$ cat config.mk
export PLATFORM = sky130hd
export DESIGN_NAME = multi_stage_sync_filter
export DESIGN_NICKNAME = d
export VERILOG_FILES = /design/src/rtl/sync_pkg.sv /design/src/rtl/sync_filter_chan.sv /design/src/rtl/multi_stage_sync_filter.sv
export SDC_FILE = /design/constraint.sdc
export NUM_CORES = 1
export LEC_CHECK = 0
export BUFFER_PORTS_ARGS = -buffer_cell sky130_fd_sc_hd__buf_2
export CAP_MARGIN = 20
export CORE_UTILIZATION = 30
export CTS_CLUSTER_SIZE = 10
export DETAILED_ROUTE_END_ITERATION = 10
export GPL_TIMING_DRIVEN = 0
export PLACE_DENSITY = 0.61
export SETUP_SLACK_MARGIN = 0.05
export SLEW_MARGIN = 20
export SYNTH_ARGS = -nofsm -noshare
export SYNTH_HDL_FRONTEND = slang
export SYNTH_HIERARCHICAL = 1
export SYNTH_SLANG_ARGS = --single-unit
$ cat constraint.sdc
create_clock -name clk -period 1.4 [get_ports clk]
set_input_delay 0.28 -clock clk [delete_from_list [all_inputs] [get_ports clk]]
set_output_delay 0.28 -clock clk [all_outputs]
set_load 0.01 [all_outputs]
$ cat src/rtl/sync_pkg.sv
// Shared constants and helpers for the multi-stage synchroniser/filter.
//   MIN_STAGES : smallest legal synchroniser depth
//   MIN_FILT   : smallest legal filter acceptance count
//   clog2()    : ceiling log2, usable at elaboration time
package sync_pkg;

  localparam int unsigned MIN_STAGES = 2;
  localparam int unsigned MIN_FILT   = 1;

  // Ceiling log2; clog2(1) == 0.
  function automatic int unsigned clog2(input int unsigned value);
    int unsigned result;
    result = 0;
    while ((64'd1 << result) < 64'(value)) result = result + 1;
    return result;
  endfunction

endpackage

$ cat src/rtl/sync_filter_chan.sv
// One channel of the synchroniser: flop chain, optional glitch filter,
// previous-level register and rise/fall pulse generation.
// Build option: SYNC_FILTER_EN defined builds the glitch filter; otherwise
// the output level is the last synchroniser flop.
// Ports:
//   clk, rst_n : clock, asynchronous active-low reset
//   din        : asynchronous level input
//   dout       : synchronised (and filtered) level
//   rise, fall : one-cycle pulses on 0->1 / 1->0 of dout
module sync_filter_chan
  import sync_pkg::*;
#(
  parameter int unsigned STAGES = MIN_STAGES
`ifdef SYNC_FILTER_EN
  , parameter int unsigned FILT_CYCLES = MIN_FILT
`endif
) (
  input  logic clk,
  input  logic rst_n,
  input  logic din,
  output logic dout,
  output logic rise,
  output logic fall
);

  logic [STAGES-1:0] stage;
  logic              sync_q;
  logic              prev;

  // Synchroniser chain; stage[0] is the metastability-exposed flop.
  always_ff @(posedge clk or negedge rst_n) begin
    if (!rst_n) stage <= '0;
    else        stage <= {stage[STAGES-2:0], din};
  end

  assign sync_q = stage[STAGES-1];

`ifdef SYNC_FILTER_EN
  localparam int unsigned CNT_W = (clog2(FILT_CYCLES) > 1) ? clog2(FILT_CYCLES) : 1;
  localparam logic [CNT_W-1:0] CNT_MAX = CNT_W'(FILT_CYCLES - 1);

  logic [CNT_W-1:0] cnt;
  logic [CNT_W-1:0] cnt_nxt;
  logic             level_nxt;

  // Accept a new level only after FILT_CYCLES consecutive differing samples;
  // any matching sample restarts the count.
  always_comb begin
    cnt_nxt   = '0;
    level_nxt = dout;
    if (sync_q != dout) begin
      if (cnt == CNT_MAX) level_nxt = sync_q;
      else                cnt_nxt   = cnt + CNT_W'(1);
    end
  end

  always_ff @(posedge clk or negedge rst_n) begin
    if (!rst_n) begin
      cnt  <= '0;
      dout <= 1'b0;
    end else begin
      cnt  <= cnt_nxt;
      dout <= level_nxt;
    end
  end
`else
  assign dout = sync_q;
`endif

  // Level one cycle ago, for edge detection.
  always_ff @(posedge clk or negedge rst_n) begin
    if (!rst_n) prev <= 1'b0;
    else        prev <= dout;
  end

  assign rise = dout & ~prev;
  assign fall = ~dout & prev;

endmodule

$ cat src/rtl/multi_stage_sync_filter.sv
// Brings WIDTH independent asynchronous levels into the clk domain through a
// STAGES-deep synchroniser, with an optional per-channel glitch filter and
// per-channel rise/fall pulses.
// Build option: SYNC_FILTER_EN (defined = glitch filter built, FILT_CYCLES used).
// Ports:
//   clk, rst_n  : clock, asynchronous active-low reset
//   data_in     : WIDTH asynchronous level inputs
//   data_out    : WIDTH synchronised (filtered) levels
//   rise_pulse  : WIDTH one-cycle 0->1 pulses
//   fall_pulse  : WIDTH one-cycle 1->0 pulses
//   any_change  : OR of all rise/fall pulses
module multi_stage_sync_filter
  import sync_pkg::*;
#(
  parameter int unsigned WIDTH       = 8,
  parameter int unsigned STAGES      = 2,
  parameter int unsigned FILT_CYCLES = 4
) (
  input  logic             clk,
  input  logic             rst_n,
  input  logic [WIDTH-1:0] data_in,
  output logic [WIDTH-1:0] data_out,
  output logic [WIDTH-1:0] rise_pulse,
  output logic [WIDTH-1:0] fall_pulse,
  output logic             any_change
);

  // Elaboration-time parameter checks.
  if (WIDTH < 1) begin : g_bad_width
    $error("multi_stage_sync_filter: WIDTH must be >= 1");
  end
  if (STAGES < MIN_STAGES) begin : g_bad_stages
    $error("multi_stage_sync_filter: STAGES must be >= %0d", MIN_STAGES);
  end
  if (FILT_CYCLES < MIN_FILT) begin : g_bad_filt
    $error("multi_stage_sync_filter: FILT_CYCLES must be >= %0d", MIN_FILT);
  end

  for (genvar g = 0; g < int'(WIDTH); g++) begin : g_chan
    sync_filter_chan #(
      .STAGES      (STAGES)
`ifdef SYNC_FILTER_EN
      , .FILT_CYCLES (FILT_CYCLES)
`endif
    ) u_chan (
      .clk   (clk),
      .rst_n (rst_n),
      .din   (data_in[g]),
      .dout  (data_out[g]),
      .rise  (rise_pulse[g]),
      .fall  (fall_pulse[g])
    );
  end

  assign any_change = |(rise_pulse | fall_pulse);

endmodule

==> metrics.yaml <==
power_and_ir_drop:
  switching_share_pct: 22.5
  total_power_mw: 1.19
  pwr-share-comb_pct: 13.8
  irDropWorstVdd_uv: 438
  power_density_nw_per_um2: 1030
  switching_power_uw: 267
  clockPowerShare_pct: 23.0
  leakage_nw: 0.574
  seq_power_share_pct: 63.2
  internal_power_uw: 919
clocking:
  clkTransAtPathRegs_ns: 0.11
  numCtsBuffers: 3
  clock_latency_ns: 0.29
  cts_tree: "built"
  clk_path_buf_depth: 2
  cts.sinks: 24
  root_buffer: "clkbuf_4"
  cts-htree-levels: 1
timing:
  period_needed_ns: 1.75
  timing.final.crit_share_pct: 125
  rsz0062_at_grt: "yes"
  worst_slew_pin_slew_ns: 0.506
  fin_ws_ns: -0.347
  slew_violations: 0
  holdWs_ns: 0.0822
  hold_viol: 0
  setup_viol: 3
  slew_headroom_pct: 66.3
  tns_ns: -0.428
  max_freq_mhz: 573
  fin_skew_ns: 0.00100
place:
  place_congestion: 0.580
  place_inst: 107
  io_buffer_count: 34
finish:
  nets: 101
  fillers: 192
  syn_to_final_growth_pct: 53.6
  post-route-util_pct: 50.3
  fin_cells: 117
  drive_gt1_share_pct: 68.5
  n_antenna_cell: 0
worst_setup_path:
  arrival_ns: 1.47
  worstSetupPathType: "flip-flop to primary output"
  crit_start: "g_chan[7].u_chan/stage[1]$_DFF_PN0_"
  crit_required_ns: 1.12
  cp_max_fo: 4
  end_kind: "primary output"
  r2r_cells: 2
  cp-start-kind: "flip-flop"
  reg2reg_from: "g_chan[0].u_chan/stage[1]$_DFF_PN0_"
synth:
  syn_area_per_cell_um2: 16.7
  synth_edf_count: 0
  synth_area_leaders: "dfrtp_1, and2b_2, nor2b_1, nor4_1, nand4_1"
  yosys_warnings: 6
  synth_top_area_cell: "dfrtp_1"
  async_flop_share_pct: 100
  syn_inst: 45
  synth_top_area_share_pct: 79.9
  synthFlopType: "dfrtp_1"
  syn_nets: 55
  seq_area_frac_synth_pct: 79.9
  synth_top_cells_by_count: "dfrtp_1, and2b_2, nor2b_1"
  yosysUniqueCellTypes: 5
  syn-cell-area_um2: 752
  synth.ff_latch_count: 24
  synth.most_common_cell: "dfrtp_1"
drt:
  vias: 504
  postRouteAntennaNets: 0
  vias_per_cell: 4.31
  wirelength_um: 1390
  drt_iter0_drc: 0
  drc: 0
  dr.pass1.iters: 1
  wire_per_inst_um: 11.8
global_routing:
  antenna_found_initial: 0
  grt_usage_pct: 9.57
  use_met1_pct: 11.5
  grt_max_degree: 25
  grt_most_used_layer: "met2"
  grt_pass1_vias: 441
  grt_overflow: 0
  use_met2_pct: 14.1
  grtUsageMet3_pct: 2.63
  grt_pass1_wl_um: 1790
outcome:
  violations: "negative setup slack"
  status: "complete, but fails checks"
die:
  start_util_pct: 32.7
  rows: 17
  die_w_um: 52.1
  die_h_um: 52.1
  io_pins: 35
  dieArea_um2: 2710
  core_area_um2: 2300
worst_hold_path:
  worstHoldStart: "data_in[2]"
  worstHoldPathCells: 1
  hold_path_class: "input port to flip-flop"
run:
  max_cap_violations: 0
[timing repair]
item,4_1_cts,5_1_grt
endpoints found under the hold margin,24,0
hold buffers,1,0
endpoints found under the setup margin,5,17
buffers inserted,3,3
resized for setup,7,17
pin swaps,3,0
cloned,0,0
[stage by stage]
stage	cell area (µm²)	worst slack, ns
global route	1150	-0.444
floorplan	752	0.0391
global placement	957	-0.0347
finish	1150	-0.347
CTS	1050	-0.345
detailed placement	957	-0.0620
[routing by layer]
metal,vias to the layer above,part of all wire (%),wire length (µm)
met4,0,1.2,17
met1,242,40,555
met2,25,53,740
met3,2,5.1,71
li1,235,-,-
met5,-,0,0
[layout by cell type (no fill, tap or decap), drive strengths merged]
master,synthesis,routed
dlygate4sd3,0,1
and2b,8,8
nor2b,8,8
dfrtp,24,24
nand4,1,1
nor4,4,4
clkbuf,0,3
buf,0,40
[worst paths after layout]
kind / end / slack (ns)
worst max-delay path: any_change / -0.35
worst min-delay path: g_chan[2].u_chan/stage[0]$_DFF_PN0_ / 0.08
worst max register to register: g_chan[0].u_chan/prev$_DFF_PN0_ / 0.64
worst min register to register: g_chan[2].u_chan/stage[1]$_DFF_PN0_ / 0.36
max in group asynchronous: g_chan[2].u_chan/prev$_DFF_PN0_ / 0.59
min in group asynchronous: g_chan[6].u_chan/prev$_DFF_PN0_ / 0.47
[layout make-up]
class | count | area, µm² | area share (%)
Timing Repair Buffer | 41 | 285 | 24.7
Sequential cell | 24 | 601 | 52.0
Clock buffer | 3 | 22.5 | 1.95
Tap cell | 28 | 35.0 | 3.03
Multi-Input combinational cell | 21 | 211 | 18.3
[worst max-delay path, stage by stage (launching register included)]
cell and delay [ns]:
dfrtp_1 0.40, and2b_2 0.26, nor4_2 0.26, nand4_1 0.11, buf_2 0.15
[kinds of logic (layout without fill, tap and decap cells)]
logic type | Yosys count | after routing | share of synthesized area (%)
buffers and inverters | 0 | 44 | 0
flip-flops | 24 | 24 | 79.9
AND/OR/NAND/NOR | 21 | 21 | 20.1
[state kept, by name (all words and copies together), names as in the netlist]
register,flops
g_chan.u_chan/stage,16
g_chan.u_chan/prev,8
[power groups by stage]
stage	clock network, mW	logic (mW)	registers (mW)
4_1_cts	0.290	0.135	0.745
6_report	0.273	0.164	0.750
3_3_place_gp	0	0.112	0.757
2_1_floorplan	0	0.0458	0.762
5_1_grt	0.328	0.178	0.756
3_5_place_dp	0	0.113	0.759
No activity file was read; power rests on OpenSTA's default activity.
